$ cat config.mk
export PLATFORM = sky130hd
export DESIGN_NAME = matmul_result_tx_flat
export DESIGN_NICKNAME = d
export VERILOG_FILES = /design/src/rtl/matmul_pkg.sv /design/src/rtl/matmul_result_tx_if.sv /design/src/rtl/mat_fifo.sv /design/src/rtl/matmul_result_tx.sv /design/src/flat_wrapper.sv
export SDC_FILE = /design/constraint.sdc
export NUM_CORES = 1
export LEC_CHECK = 0
export BUFFER_PORTS_ARGS = -buffer_cell sky130_fd_sc_hd__clkbuf_2
export CORE_MARGIN = 2
export CORE_UTILIZATION = 56
export DETAILED_ROUTE_END_ITERATION = 10
export PLACE_DENSITY = 0.82
export REMOVE_ABC_BUFFERS = 1
export SLEW_MARGIN = 30
export SYNTH_ARGS = -nofsm -noshare
export SYNTH_HDL_FRONTEND = slang
export SYNTH_HIERARCHICAL = 1
export SYNTH_SLANG_ARGS = --single-unit
export TNS_END_PERCENT = 1
$ cat constraint.sdc
create_clock -name clk -period 3.35 [get_ports clk]
set_input_delay 0.5025 -clock clk [delete_from_list [all_inputs] [get_ports clk]]
set_output_delay 0.5025 -clock clk [all_outputs]
set_load 0.005 [all_outputs]
$ cat src/rtl/matmul_pkg.sv
// matmul_pkg: shared element width, element count and result-matrix type for the 2x2 multiplier
package matmul_pkg;
   localparam int ELEM_W = 8;
   localparam int N_ELEM = 4;
   typedef struct packed {
      logic [ELEM_W-1:0] c00;
      logic [ELEM_W-1:0] c01;
      logic [ELEM_W-1:0] c10;
      logic [ELEM_W-1:0] c11;
   } mat_t;
endpackage

$ cat src/rtl/matmul_result_tx_if.sv
// matmul_result_tx_if: matrix-in and byte-out handshake bundle of the result drain
interface matmul_result_tx_if #(parameter int ELEM_W = 8);
   logic              c_valid;
   logic              c_ready;
   logic [ELEM_W-1:0] c00;
   logic [ELEM_W-1:0] c01;
   logic [ELEM_W-1:0] c10;
   logic [ELEM_W-1:0] c11;
   logic [ELEM_W-1:0] tx_data;
   logic              tx_valid;
   logic              tx_last;
   logic              tx_ready;
   logic              busy;
   modport master (
      output c_valid, c00, c01, c10, c11, tx_ready,
      input  c_ready, tx_data, tx_valid, tx_last, busy
   );
   modport slave (
      input  c_valid, c00, c01, c10, c11, tx_ready,
      output c_ready, tx_data, tx_valid, tx_last, busy
   );
endinterface

$ cat src/rtl/mat_fifo.sv
// mat_fifo: DEPTH-entry FIFO of whole result matrices with occupancy count
module mat_fifo
   import matmul_pkg::*;
#(
   parameter  int DEPTH = 2,
   localparam int CW    = $clog2(DEPTH + 1)
) (
   input  logic          clk,
   input  logic          rst_n,
   input  logic          push,
   input  mat_t          din,
   input  logic          pop,
   output mat_t          dout,
   output logic [CW-1:0] count
);
   localparam int PW = (DEPTH > 1) ? $clog2(DEPTH) : 1;
   mat_t          mem [DEPTH];
   logic [PW-1:0] wr_ptr, rd_ptr;

   function automatic logic [PW-1:0] nxt(input logic [PW-1:0] p);
      return (p == PW'(DEPTH - 1)) ? '0 : p + 1'b1;
   endfunction

   assign dout = mem[rd_ptr];

   // storage is not reset; stale contents are masked by count
   always_ff @(posedge clk) begin
      if (push) mem[wr_ptr] <= din;
   end

   // pointers wrap modulo DEPTH; push and pop together leave count unchanged
   always_ff @(posedge clk or negedge rst_n) begin
      if (!rst_n) begin
         wr_ptr <= '0;
         rd_ptr <= '0;
         count  <= '0;
      end else begin
         if (push) wr_ptr <= nxt(wr_ptr);
         if (pop)  rd_ptr <= nxt(rd_ptr);
         count <= count + CW'(push) - CW'(pop);
      end
   end
endmodule

$ cat src/rtl/matmul_result_tx.sv
// matmul_result_tx: buffers 2x2 result matrices and streams them out row-major as bytes
module matmul_result_tx
   import matmul_pkg::*;
#(
   parameter int ELEM_W = 8,
   parameter int DEPTH  = 2
) (
   input logic               clk,
   input logic               rst_n,
   matmul_result_tx_if.slave bus
);
   localparam int CW = $clog2(DEPTH + 1);
   localparam int IW = $clog2(N_ELEM);
   logic [CW-1:0]     count;
   logic [IW-1:0]     elem_idx, elem_nxt;
   logic [ELEM_W-1:0] sel;
   mat_t              head, din;
   logic              push, pop, fire;

   assign din = {bus.c00, bus.c01, bus.c10, bus.c11};

   mat_fifo #(.DEPTH(DEPTH)) u_fifo (
      .clk   (clk),
      .rst_n (rst_n),
      .push  (push),
      .din   (din),
      .pop   (pop),
      .dout  (head),
      .count (count)
   );

   // handshake glue, byte select and next element index; c_ready looks only at registered count
   always_comb begin
      bus.c_ready  = (count < CW'(DEPTH)) && rst_n;
      bus.tx_valid = count != '0;
      bus.busy     = bus.tx_valid;
      bus.tx_last  = bus.tx_valid && (elem_idx == IW'(N_ELEM - 1));
      fire         = bus.tx_valid && bus.tx_ready;
      pop          = fire && bus.tx_last;
      push         = bus.c_valid && bus.c_ready;
      sel          = (elem_idx == 2'd0) ? head.c00 :
                     (elem_idx == 2'd1) ? head.c01 :
                     (elem_idx == 2'd2) ? head.c10 : head.c11;
      bus.tx_data  = bus.tx_valid ? sel : '0;
      elem_nxt     = fire ? elem_idx + 1'b1 : elem_idx;
   end

   // element index wraps from C11 back to C00 on the last-byte handshake
   always_ff @(posedge clk or negedge rst_n) begin
      if (!rst_n) elem_idx <= '0;
      else        elem_idx <= elem_nxt;
   end
endmodule

$ cat src/flat_wrapper.sv
// flat-port wrapper written by rule: the top's interface ports become plain ports
module matmul_result_tx_flat import matmul_pkg::*;
#(
   parameter int ELEM_W = 8,
   parameter int DEPTH  = 2
)
  (clk, rst_n, bus_c_valid, bus_c00, bus_c01, bus_c10, bus_c11, bus_tx_ready, bus_c_ready, bus_tx_data, bus_tx_valid, bus_tx_last, bus_busy);
  matmul_result_tx_if #(.ELEM_W(ELEM_W)) bus_i ();
  input logic clk;
  input logic rst_n;
  input wire logic [$bits(bus_i.c_valid)-1:0] bus_c_valid;
  input wire logic [$bits(bus_i.c00)-1:0] bus_c00;
  input wire logic [$bits(bus_i.c01)-1:0] bus_c01;
  input wire logic [$bits(bus_i.c10)-1:0] bus_c10;
  input wire logic [$bits(bus_i.c11)-1:0] bus_c11;
  input wire logic [$bits(bus_i.tx_ready)-1:0] bus_tx_ready;
  output wire logic [$bits(bus_i.c_ready)-1:0] bus_c_ready;
  output wire logic [$bits(bus_i.tx_data)-1:0] bus_tx_data;
  output wire logic [$bits(bus_i.tx_valid)-1:0] bus_tx_valid;
  output wire logic [$bits(bus_i.tx_last)-1:0] bus_tx_last;
  output wire logic [$bits(bus_i.busy)-1:0] bus_busy;
  assign bus_i.c_valid = bus_c_valid;
  assign bus_i.c00 = bus_c00;
  assign bus_i.c01 = bus_c01;
  assign bus_i.c10 = bus_c10;
  assign bus_i.c11 = bus_c11;
  assign bus_i.tx_ready = bus_tx_ready;
  assign bus_c_ready = bus_i.c_ready;
  assign bus_tx_data = bus_i.tx_data;
  assign bus_tx_valid = bus_i.tx_valid;
  assign bus_tx_last = bus_i.tx_last;
  assign bus_busy = bus_i.busy;
  matmul_result_tx #(.ELEM_W(ELEM_W), .DEPTH(DEPTH)) u_core (.clk(clk), .rst_n(rst_n), .bus(bus_i));
endmodule
==> results of run 1 <==
-- state kept, by name, indices dropped and copies added, names as in the netlist --
signal,cells
u_core/u_fifo/wr_ptr,1
u_core/u_fifo/rd_ptr,1
u_core/u_fifo/count,2
u_core/elem_idx,2
u_core/u_fifo/mem,64
-- layer usage --
metal  part of all wire [%]  GRT usage (%)
met1                     44           21.6
met2                     50           29.2
met5                      0              0
met3                    5.1           4.19
met4                    1.1           7.76
-- power by group --
group,internal (mW),switching [mW],leakage (nW)
logic,0.614,0.503,0.680
clock network,0.335,0.269,0.0863
registers,1.08,0.119,0.651
total,2.03,0.891,1.42
-- kinds of logic (layout without fill, tap and decap cells) --
| group | after synthesis | count (layout) | share of synthesized area [%] |
|---|---|---|---|
| AO/OA/AOI/OAI | 9 | 9 | 4.32 |
| XOR/XNOR | 4 | 4 | 1.57 |
| adder cells (fa/ha/maj) | 6 | 6 | 2.35 |
| buffers and inverters | 12 | 70 | 3.77 |
| flip-flops | 70 | 70 | 65.0 |
| multiplexers | 41 | 41 | 17.6 |
| AND/OR/NAND/NOR | 24 | 24 | 5.42 |
-- area by class of cell --
| class | instances | area [um2] | area share (%) |
|---|---|---|---|
| Clock inverter | 2 | 35.0 | 0.966 |
| Clock buffer | 12 | 135 | 3.72 |
| Sequential cell | 70 | 2070 | 57.1 |
| Multi-Input combinational cell | 84 | 998 | 27.5 |
| Tap cell | 72 | 90.1 | 2.48 |
| Timing Repair Buffer | 51 | 278 | 7.66 |
| Inverter | 5 | 18.8 | 0.517 |
-- how the worst min path moves through the flow --
stage                      from                               end  slack [ns]  depth (start not counted)
after floorplan           rst_n    u_core/elem_idx[0]$_DFFE_PN0P_        0.21                          0
after global placement    rst_n  u_core/u_fifo/count[1]$_DFF_PN0_        0.35                          1
after detailed placement  rst_n    u_core/elem_idx[0]$_DFFE_PN0P_        0.36                          1
after CTS                 rst_n  u_core/u_fifo/rd_ptr$_DFFE_PN0P_     0.00009                          1
after global routing      rst_n    u_core/elem_idx[0]$_DFFE_PN0P_       0.005                          1
final                     rst_n  u_core/u_fifo/rd_ptr$_DFFE_PN0P_       0.009                          1
-- synthesized netlist by cell type (all sizes together) --
cell	number
xor3	1
nor3b	8
mux2	33
nor2	2
buf	7
mux2i	8
xor2	2
edfxtp	64
and2	3
a2111oi	8
inv	5
dfrtp	6
o21ai	1
ha	6
and3	1
xnor2	1
nor2b	10
-- through the flow --
| step | setup slack (ns) | area [um2] |
|---|---|---|
| after floorplan | 0.582 | 3090 |
| after global placement | 0.881 | 3460 |
| after detailed placement | 0.851 | 3460 |
| after CTS | 0.492 | 3630 |
| after global routing | 0.354 | 3630 |
| final | 0.530 | 3630 |
==> run summary, run 1 <==
The flow ran to the end, and the final reports show no timing, DRC or antenna violations. The slowest cell on the critical path is sky130_fd_sc_hd__dfrtp_2. The worst path uses 84.2% of the clock period. The required time reported for the critical path endpoint is 2.85 ns.

The arrival time of data at the critical path endpoint came out at 2.32 ns. The setup total negative slack came out at 0 ns. The largest stage delay on the critical path came out at 0.74 ns. The max-slew violation count came out at 0. The clock sink count is 70.

The cell type with the highest aggregate area in the netlist is sky130_fd_sc_hd__edfxtp_1. The critical path contains buffers and inverters numbering 2 combined. STA classifies the critical path endpoint as an output pin. The count of antenna-violating nets left after detailed routing is 0.

The layout has 399 filler cells. The internal reg-to-reg setup slack is 1.31 ns. The final weighted congestion in routability-driven placement is 0.692. The number of rows created at floorplan came out at 27. Summed over all nets, the half-perimeter wirelength after detailed placement is 3300 um.

Setup repair after global routing left no endpoint under its margin. The count of endpoints failing hold in the final timing report is 0. The share of the synthesized area in the top cell type came out at 60.3%.

Averaged over all synthesized cells, the footprint is 19.2 um2. In this run the critical register-to-register path is captured at u_core/u_fifo/count[1]$_DFF_PN0_. The critical path ends at bus_tx_data[1].

The average routed wire per standard cell came out at 16.7 um. The chip width came out at 79.5 um. The detailed-route wire length is 4950 um. The number of global-route vias before repair came to 1,694. The maximum number of pins on one net before global-route repair is 21. The min-delay analysis places its worst path in the category input port to async pin.

The final net count came out at 263. After clock tree synthesis, the clock-pin slew on the worst setup and hold paths is 0.06 ns. In the layout the commonest cells are sky130_fd_sc_hd__edfxtp_1 (64), sky130_fd_sc_hd__clkbuf_2 (47), sky130_fd_sc_hd__mux2_4 (29). The most frequent standard cell in the layout excluding fill and tap cells is sky130_fd_sc_hd__edfxtp_1.

In this run the tightest slew margin relative to its limit is 51.4%. The later pin in the worst-skew pair is clocked with a latency of 0.33 ns. The first-pass iteration count of the detailed router came out at 7. Max-cap violations in this run came to 0. The critical path startpoint category is a register. The residual overflow from global routing is 0. The TritonCTS clock tree is done.

The final antenna diode count came out at 0. Yosys printed 6 warnings. The number of input and output port buffers inserted came out at 47. The family with the most delay on the worst path is flip-flops. The area growth from synthesis to layout is 13.8%. Counting buffers and inverters, the worst setup path is 5 cells deep.

The area of the die is 0.00631 mm2. The largest fanout on the critical path is 19. For this design the top-level I/O count stands at 48. The part of the Yosys area used for sequential elements came out at 65.0%.

The shortest period the worst path allows is 2.82 ns. The total via count in the routed design is 1,578. The number of antenna violations at the first check in global routing is 0. Yosys attributes the largest share of cell area to sky130_fd_sc_hd__edfxtp_1 (60%), sky130_fd_sc_hd__mux2_4 (14%), sky130_fd_sc_hd__dfrtp_1 (4.7%). The clock tree skew after final layout is 0.00571 ns. The number of different library cells in the post-synthesis netlist is 23.

The total routing resource utilization after global routing came out at 17.5%. The tree is rooted in a sky130_fd_sc_hd__clkbuf_8. In this run the critical register-to-register path is launched from u_core/u_fifo/count[1]$_DFF_PN0_. Final hold analysis gives a worst-case slack of 0.00889 ns. The number of DRC markers after the initial detailed-route iteration is 52.

The signal on the critical path passes through buf_4 -> mux2_4 -> mux2i_1 -> a2111oi_2 -> clkbuf_2. The cell count of the worst reg-to-reg path came out at 7. The number of instances in the synthesized netlist is 166. The synthesized cell area came out at 0.00319 mm2. Dividing the detail-routed via count by the number of cells gives 5.33.

Once placement completed, the tool counted placed cells totaling 282. The non-filler instance count after layout is 296. For the pin with the worst max-slew slack, the measured transition is 0.730 ns.

The number of gates resized after CTS is 0. The starting density of the core is 57.9%. The register bit total from synthesis is 70. The clock passes through at most 2 buffers. Measured along the y axis, the die boundary spans 79.5 um. The number of setup violations in the final report came out at 0.

The share of layout cells above drive strength 1 is 48.2%. The worst setup path startpoint is u_core/u_fifo/rd_ptr$_DFFE_PN0P_. The post-CTS setup buffer count came out at 0. For this design, the CTS-stage hold fixing added 0 buffers. Derived from the worst setup path, the maximum achievable clock frequency is 355 MHz.

The worst IR drop on VDD came out at 0.525 mV. The type of the worst setup path is register to output pin. The H-tree depth is 3. The first-pass GRT wire length came out at 8060 um. After layout, the design draws a total of 2.92 mW. The area of the core region is 0.00551 mm2. The power per standard cell area is 805 mW/mm2. The static leakage came out at 1.42 nW. Cells fill 65.9% of the core in the end. The DRC violation count after routing is 0.

The number of buffers created by CTS came out at 9.
Note: power is estimated with default switching activity, not from simulation.
==> inputs of run 2 (changes only) <==
--- a/config.mk
+++ b/config.mk
@@ -5,11 +5,12 @@
 export SDC_FILE = /design/constraint.sdc
 export NUM_CORES = 1
 export LEC_CHECK = 0
+export ABC_AREA = 1
 export BUFFER_PORTS_ARGS = -buffer_cell sky130_fd_sc_hd__clkbuf_2
 export CORE_MARGIN = 2
-export CORE_UTILIZATION = 56
+export CORE_UTILIZATION = 51
 export DETAILED_ROUTE_END_ITERATION = 10
-export PLACE_DENSITY = 0.82
+export PLACE_DENSITY = 0.78
 export REMOVE_ABC_BUFFERS = 1
 export SLEW_MARGIN = 30
 export SYNTH_ARGS = -nofsm -noshare
==> constraint.sdc (replaced) <==
create_clock -name clk -period 2.3 [get_ports clk]
set_input_delay 0.345 -clock clk [delete_from_list [all_inputs] [get_ports clk]]
set_output_delay 0.345 -clock clk [all_outputs]
set_load 0.005 [all_outputs]
==> run 2 against run 1 <==
- sequential share of layout area down 1.9 points
- global-route usage shrank 0.65 points
- via count rose by 31%
- worst hold slack better by 0.18 ns
- clock skew grew 0.00051 ns
- largest power group is now combinational logic
==> run summary, run 2 <==
The run finished with clean final reports. The summed area of non-filler cells in the final layout came out at 0.00375 mm2. The TritonCTS clock tree is done.

The shortest period the worst path allows came out at 2.14 ns. After synthesis, the share of cell area in mux cells is 0%. The clock sink count came out at 70. In the synthesized netlist the dominant register cell turns out to be sky130_fd_sc_hd__edfxtp_1. Clock tree synthesis selected as its root buffer the cell sky130_fd_sc_hd__clkbuf_8. Of all flip-flops after synthesis, the portion carrying an async set or reset was 8.57%. The number of global-route vias before repair was 2,040. The ratio of final minimum period to clock period came out at 93.1%. The clock tree skew after final layout came out at 0.00622 ns. The DRC violation count after routing came out at 0. The part of the Yosys area used for sequential elements came out at 62.6%.

The number of vias per cell after detailed routing is 4.96. The chip width is 84.6 um. The most frequent standard cell in the layout excluding fill and tap cells is sky130_fd_sc_hd__edfxtp_1. The total of warnings raised by yosys is 6. The register clock-pin slew on the reported worst setup and hold paths came out at 0.07 ns. Setup violations remaining at the end of the flow were counted as 0.

After Yosys synthesis, and, or, nand and nor cells account for 9.22% of the synthesized area. The repair_antennas step left the layout with diodes totalling 0. The number of rows created at floorplan came out at 29. The type of the most critical hold path is input port to register.

The number of buffers created by CTS came out at 9. The number of DRC markers after the initial detailed-route iteration came out at 104. The die covers 0.00715 mm2. The number of antenna violations at the first check in global routing is 0. The number of maximum-capacitance violations came out at 0.

On the critical path, the stage with the largest delay is an instance of sky130_fd_sc_hd__dfrtp_1. In this run the critical register-to-register path is launched from u_core/u_fifo/count[1]$_DFF_PN0_. The cell count of the worst reg-to-reg path is 10. In this run, synthesis produced a sequential element count of 70.

The adder and majority cell fraction of the synthesized area came out at 2.27%. The worst setup path is of the register to output pin kind. The first-pass iteration count of the detailed router is 4. By area, the combinational part of the netlist is dominated by compound AO/OA/AOI/OAI gates. STA classifies the critical path startpoint as a register.

The area of the core region is 0.00631 mm2. The non-filler instance count after layout is 417. STA classifies the critical path endpoint as an output pin. The share of the synthesized netlist area taken by xor and xnor gates is 0.794%. The arrival time of data at the critical path endpoint is 1.80 ns.

The count of buffers added on input and output ports is 47. The capture point of the worst reg-to-reg path is u_core/u_fifo/count[1]$_DFF_PN0_. The total routing resource utilization after global routing is 16.8%.

At the pin with the least slew margin, the transition time is 0.461 ns. The detail route stage leaves a number of antenna-violating nets equal to 0. The maximum number of pins on one net before global-route repair came out at 44. The area growth from synthesis to layout came out at 13.4%. The first-pass GRT wire length is 8980 um.

The critical path starts at u_core/elem_idx[0]$_DFFE_PN0P_. The required time reported for the critical path endpoint came out at 1.96 ns. The power per standard cell area came out at 1180 mW/mm2. By area the synthesized netlist is led by sky130_fd_sc_hd__edfxtp_1 (58%), sky130_fd_sc_hd__o21ai_2 (9.3%), sky130_fd_sc_hd__inv_1 (6.8%).

By instance count, the leading cell after synthesis is sky130_fd_sc_hd__edfxtp_1. The synthesized netlist contains 25 unique library cells. The overall die height is 84.6 um.

The largest register by flop count is u_core/u_fifo/mem. In this run the static leakage power is 1.65 nW. The critical path ends at bus_tx_data[0]. The headroom to the max-slew limit came out at 69.3%. Setup repair after global routing left no endpoint under its margin. The number of placed instances, taps included is 400.

Of the cells placed in the final design, the portion with a size suffix greater than 1 is 34.1%. Pin placement for this block handled 48 I/O pins. The library cells used most frequently in the layout, excluding fill and tap cells, are sky130_fd_sc_hd__edfxtp_1 (64), sky130_fd_sc_hd__inv_1 (60), sky130_fd_sc_hd__nand2_1 (56). After detailed routing, the total wire length is 5550 um. The largest buffer count on any clock path is 2. By count the netlist is led by sky130_fd_sc_hd__edfxtp_1 (64), sky130_fd_sc_hd__inv_1 (60), sky130_fd_sc_hd__nand2_1 (56), sky130_fd_sc_hd__o21ai_2 (35), sky130_fd_sc_hd__nand3_1 (9).

The clock insertion delay at the later pin of the skew report is 0.35 ns. The largest stage delay on the critical path is 0.41 ns. The number of flops mapped to enable cells by yosys is 64. The count of endpoints failing hold in the final timing report is 0. Walking the worst path, the cells encountered are inv_1 -> ha_1 -> inv_6 -> nand2_1 -> nand3_1 -> a21oi_2 -> clkbuf_2. The biggest area contributor in the post-synthesis netlist is sky130_fd_sc_hd__edfxtp_1.

The max-slew violation count was 0. The share of the synthesized area in the top cell type is 58.1%. Synthesis handed over a netlist of 284 instances. The largest fanout on the critical path came out at 9. The number of cells traversed by the worst hold path came out at 1. A synthesized cell averages 11.7 um2. The register with the most flip-flops in the layout has 64 of them. The worst hold-check slack is 0.184 ns. The largest registers in the layout are u_core/u_fifo/mem: 64 flops, u_core/elem_idx: 2 flops, u_core/u_fifo/count: 2 flops. The internal reg-to-reg setup slack came out at 0.50 ns. The H-tree depth is 3. The synthesized cell area came out at 0.00331 mm2. Once layout is complete, the utilization of the core stands at 59.4%. The compound-cell area share of the yosys netlist came out at 13.3%. Dividing the detail-routed wire length by the instance count gives 13.3 um. The final net count is 377. The detailed placer's ending HPWL is 3860 um. The post-place instance area is 0.00356 mm2. The residual overflow from global routing came out at 0. The starting density of the core came out at 52.4%. IR analysis of the VDD net gives a maximum drop of 1.15 mV.

The routed layout has 2,070 vias. The congestion estimate from routability-driven global placement came to 0.807. The highest clock frequency the design can meet is 467 MHz.
## run 2: final cells by class
| class | count | area (um2) |
|---|---|---|
| flip-flops and latches | 70 | 2070 |
| clock inverters | 5 | 50.0 |
| fillers | 539 | 2560 |
| multi-input cells | 138 | 853 |
| well taps | 77 | 96.3 |
| clock buffers | 11 | 131 |
| inverters | 64 | 260 |
| repair buffers | 52 | 288 |
## run 2: worst min-delay path by stage
stage,to,start,slack [ns]
finish,u_core/u_fifo/mem[1][0]$_DFFE_PP_,bus_c11[0],0.18
global route,u_core/u_fifo/mem[0][31]$_DFFE_PP_,bus_c00[7],0.17
CTS,u_core/u_fifo/mem[1][0]$_DFFE_PP_,bus_c11[0],0.17
detailed placement,u_core/u_fifo/wr_ptr$_DFFE_PN0P_,rst_n,0.20
global placement,u_core/u_fifo/wr_ptr$_DFFE_PN0P_,rst_n,0.20
floorplan,u_core/elem_idx[0]$_DFFE_PN0P_,rst_n,0.05
## run 2: worst max-delay path, delay by kind of cell (launching register included)
kind	cells	cell delay, ns
adder cells (fa/ha/maj)	1	0.41
flip-flops	1	0.41
AND/OR/NAND/NOR	2	0.17
buffers and inverters	3	0.33
AO/OA/AOI/OAI	1	0.14
## run 2: metrics by stage
step,setup slack [ns],total power [mW],setup TNS (ns)
floorplan,-0.286,3.00,-8.72
global placement,0.534,3.51,0
detailed placement,0.467,3.57,0
CTS,0.0820,4.49,0
global route,0.0237,4.76,0
finish,0.158,4.44,0
## run 2: logic make-up (layout without fill, tap and decap cells)
kind of cell,after synthesis,after routing
simple gates,73,73
xor+xnor,3,3
fa+ha+maj,6,6
flops,70,70
compound gates,56,56
buf+inv,76,132
## run 2: where the power goes
part / switching (mW) / leakage [nW] / internal, mW
sequential: 0.102 / 0.654 / 1.59
clock: 0.427 / 0.0884 / 0.492
combinational: 1.13 / 0.905 / 0.691
total: 1.66 / 1.65 / 2.77
## run 2: routing by layer
metal	wire (um)	track usage, %	up-vias
met1	2370	20.0	965
met5	0	0	-
met2	2780	27.7	58
met3	278	4.23	10
li1	-	-	1037
met4	118	9.81	0
## run 2: repair_timing
item	in CTS	in global routing
hold endpoints to repair	6	0
endpoints found under the setup margin	0	1
gates resized for setup	0	1
setup buffers	0	0
hold buffers	1	0
==> inputs of run 3 (changes only) <==
--- a/config.mk
+++ b/config.mk
@@ -5,12 +5,12 @@
 export SDC_FILE = /design/constraint.sdc
 export NUM_CORES = 1
 export LEC_CHECK = 0
-export ABC_AREA = 1
 export BUFFER_PORTS_ARGS = -buffer_cell sky130_fd_sc_hd__clkbuf_2
 export CORE_MARGIN = 2
-export CORE_UTILIZATION = 51
+export CORE_UTILIZATION = 61
 export DETAILED_ROUTE_END_ITERATION = 10
-export PLACE_DENSITY = 0.78
+export GPL_TIMING_DRIVEN = 0
+export PLACE_DENSITY = 0.88
 export REMOVE_ABC_BUFFERS = 1
 export SLEW_MARGIN = 30
 export SYNTH_ARGS = -nofsm -noshare
==> constraint.sdc (replaced) <==
create_clock -name clk -period 2.7 [get_ports clk]
set_input_delay 0.405 -clock clk [delete_from_list [all_inputs] [get_ports clk]]
set_output_delay 0.405 -clock clk [all_outputs]
set_load 0.005 [all_outputs]
==> run 3 against run 2 <==
- sequential share of layout area up 1.2 points
- clock power down 22%
- largest cell class unchanged
- worst setup slack better by 0.0045 ns
- critical path depth down 2
- utilization up 13 points
- worst hold slack better by 0.070 ns
==> run summary, run 3 (synthesis gave the netlist of run 1 again) <==
The run finished with clean final reports. The wire-length estimate of the detail-placed layout is 3480 um. Counting the buffers created by CTS gives 9. The internal reg-to-reg setup slack came out at 0.70 ns. The residual overflow from global routing is 0. The count of endpoints failing hold in the final timing report came to 0. The highest clock frequency the design can meet is 394 MHz.

Across the routed clock network, the largest skew measured is 0.00650 ns. TritonCTS built the clock tree. The clock sink count came out at 70.

The number of maximum-capacitance violations is 0. The type of the worst setup path is register to output pin. The top cell types in the final layout, fill and taps aside, are sky130_fd_sc_hd__edfxtp_1 (64), sky130_fd_sc_hd__clkbuf_2 (47), sky130_fd_sc_hd__mux2_4 (29).

The filler cell count came out at 322. From bottom edge to top edge, the die measures 76.3 um. The number of vias per cell after detailed routing is 5.28. Dividing the final minimum period by the clock period gives 94.0%.

During I/O placement, the number of pins put on the boundary was 48. The DRC violation count after routing is 0. At the worst endpoint, the required time is 2.30 ns. The sequential cells in the finished layout cover a total of 0.00208 mm2. At the pin with the least slew margin, the transition time is 0.680 ns.

The total routing resource utilization after global routing came out at 19.3%. For the worst-skew pair, the clock arrives at the later sink with an insertion delay of 0.34 ns. The worst pin sits at a relative slew slack of 54.6%. For the worst setup path, the data arrival time is 2.13 ns. The multi-input combinational cell area came out at 0.00101 mm2. Hold is met by 0.254 ns.

The flip-flop count of the largest register, all copies and words added is 64. The area of the core region is 0.00507 mm2. Clock-pin slew was measured on the worst setup and hold paths at 0.07 ns. For this design the ratio of total power to cell area is 1000 mW/mm2.

The maximum number of pins on one net before global-route repair came out at 25. The congestion estimate from routability-driven global placement came to 0.723. The root buffer cell chosen for the clock tree is sky130_fd_sc_hd__clkbuf_8. The first-pass iteration count of the detailed router came out at 4. The final net count is 263. The setup total negative slack is 0 ns. The number of rows created at floorplan is 26. At the placement stage, the worst setup path has a slack of 0.274 ns. The summed area of non-filler cells in the final layout came out at 0.00367 mm2. The number of DRC markers after the initial detailed-route iteration is 110. Of all nets on the critical path, the largest fanout is 9. The number of antenna violations at the first check in global routing came out at 0.

The worst hold path belongs to the class input port to register. The area growth from synthesis to layout is 15.3%. Measured on the finished design, the core utilization comes to 72.4%. The shortest period the worst path allows came out at 2.54 ns.

The share of layout cells above drive strength 1 is 49.1%. The total via count in the routed design came out at 1,563. Once detail routing completed, the nets flagged for antenna violations numbered 0. The number of setup violations in the final report is 0.

The static leakage is 1.43 nW. The average routed wire per standard cell is 17.7 um. Counting flops per register, the top entry is u_core/u_fifo/mem. The number of cells traversed by the worst hold path came out at 1. The post-CTS setup buffer count is 0. The worst IR drop on VDD is 0.500 mV. The first global-routing pass estimated 8250 um of wire. The area of the die is 0.00582 mm2.

The H-tree depth came out at 3. The element type at the critical path end is an output pin. The number of global-route vias before repair is 1,671. The most frequent standard cell in the layout excluding fill and tap cells is sky130_fd_sc_hd__edfxtp_1. The post-place instance area is 0.00349 mm2.

The largest buffer count on any clock path is 2. Setup repair after global routing left no endpoint under its margin. The worst setup slack after layout is 0.162 ns. STA classifies the critical path startpoint as a register. The max-slew violation count is 0.

The largest registers in the layout are u_core/u_fifo/mem: 64 flops, u_core/elem_idx: 2 flops, u_core/u_fifo/count: 2 flops. The final antenna diode count came out at 0. The detailed-route wire length is 5240 um.

The cell count of the worst reg-to-reg path is 7. The initial utilization of the core area, before any placement, comes to 62.8%. The chip width is 76.3 um. The number of input and output port buffers inserted is 47.
[run 3: changes by cell type in the layout (fill, tap and decap cells not counted), moves of 9 or more]
cell,previous run,this run
sky130_fd_sc_hd__inv_1,60,5
sky130_fd_sc_hd__mux2_4,0,29
sky130_fd_sc_hd__nand2_1,56,0
sky130_fd_sc_hd__nand3_1,9,0
sky130_fd_sc_hd__o21ai_2,35,0
[run 3: final timing paths]
path	from	end
min reg2reg	u_core/u_fifo/wr_ptr$_DFFE_PN0P_	u_core/u_fifo/wr_ptr$_DFFE_PN0P_
max reg2reg	u_core/u_fifo/count[1]$_DFF_PN0_	u_core/u_fifo/count[1]$_DFF_PN0_
max in group asynchronous	rst_n	u_core/u_fifo/rd_ptr$_DFFE_PN0P_
max	u_core/elem_idx[1]$_DFFE_PN0P_	bus_tx_data[1]
min	bus_c10[7]	u_core/u_fifo/mem[0][15]$_DFFE_PP_
min in group asynchronous	rst_n	u_core/elem_idx[0]$_DFFE_PN0P_
[run 3: per-layer routing]
metal | GRT usage [%] | up-vias | part of all wire, %
met4 | 7.09 | 0 | 1.4
met2 | 32.9 | 47 | 52
met3 | 5.69 | 7 | 5.0
li1 | - | 750 | -
met1 | 23.2 | 759 | 41
met5 | 0 | - | 0
[run 3: per-stage QoR]
stage / power, mW / std cells
floorplan: 2.52 / 159
global placement: 2.89 / 276
detailed placement: 2.98 / 279
CTS: 3.70 / 296
global route: 3.86 / 296
finish: 3.67 / 296
[run 3: layout make-up]
type | count | share of cell area (%)
sequential | 70 | 56.5
inverter | 5 | 0.511
tap | 70 | 2.38
multi-input combinational | 84 | 27.5
timing repair buffer | 51 | 8.72
clock buffer | 14 | 4.15
clock inverter | 2 | 0.272
[run 3: where the power goes]
part	internal (mW)	leakage (nW)	switching [mW]	total, mW
Sequential	1.34	0.651	0.151	1.50
Combinational	0.809	0.691	0.652	1.46
Clock	0.357	0.0844	0.361	0.718
Total	2.51	1.43	1.16	3.67
[run 3: worst max-delay path, stage by stage, from the launching register on]
cell and delay (ns):
sky130_fd_sc_hd__dfrtp_1 0.41, sky130_fd_sc_hd__inv_1 0.09, sky130_fd_sc_hd__ha_1 0.33, sky130_fd_sc_hd__nor2_2 0.60
sky130_fd_sc_hd__a2111oi_2 0.19, sky130_fd_sc_hd__clkbuf_2 0.16
[run 3: repair_timing]
item,in CTS,in global routing
hold buffers,1,0
resized for setup,1,2
endpoints found under the setup margin,8,6
hold endpoints to repair,6,0
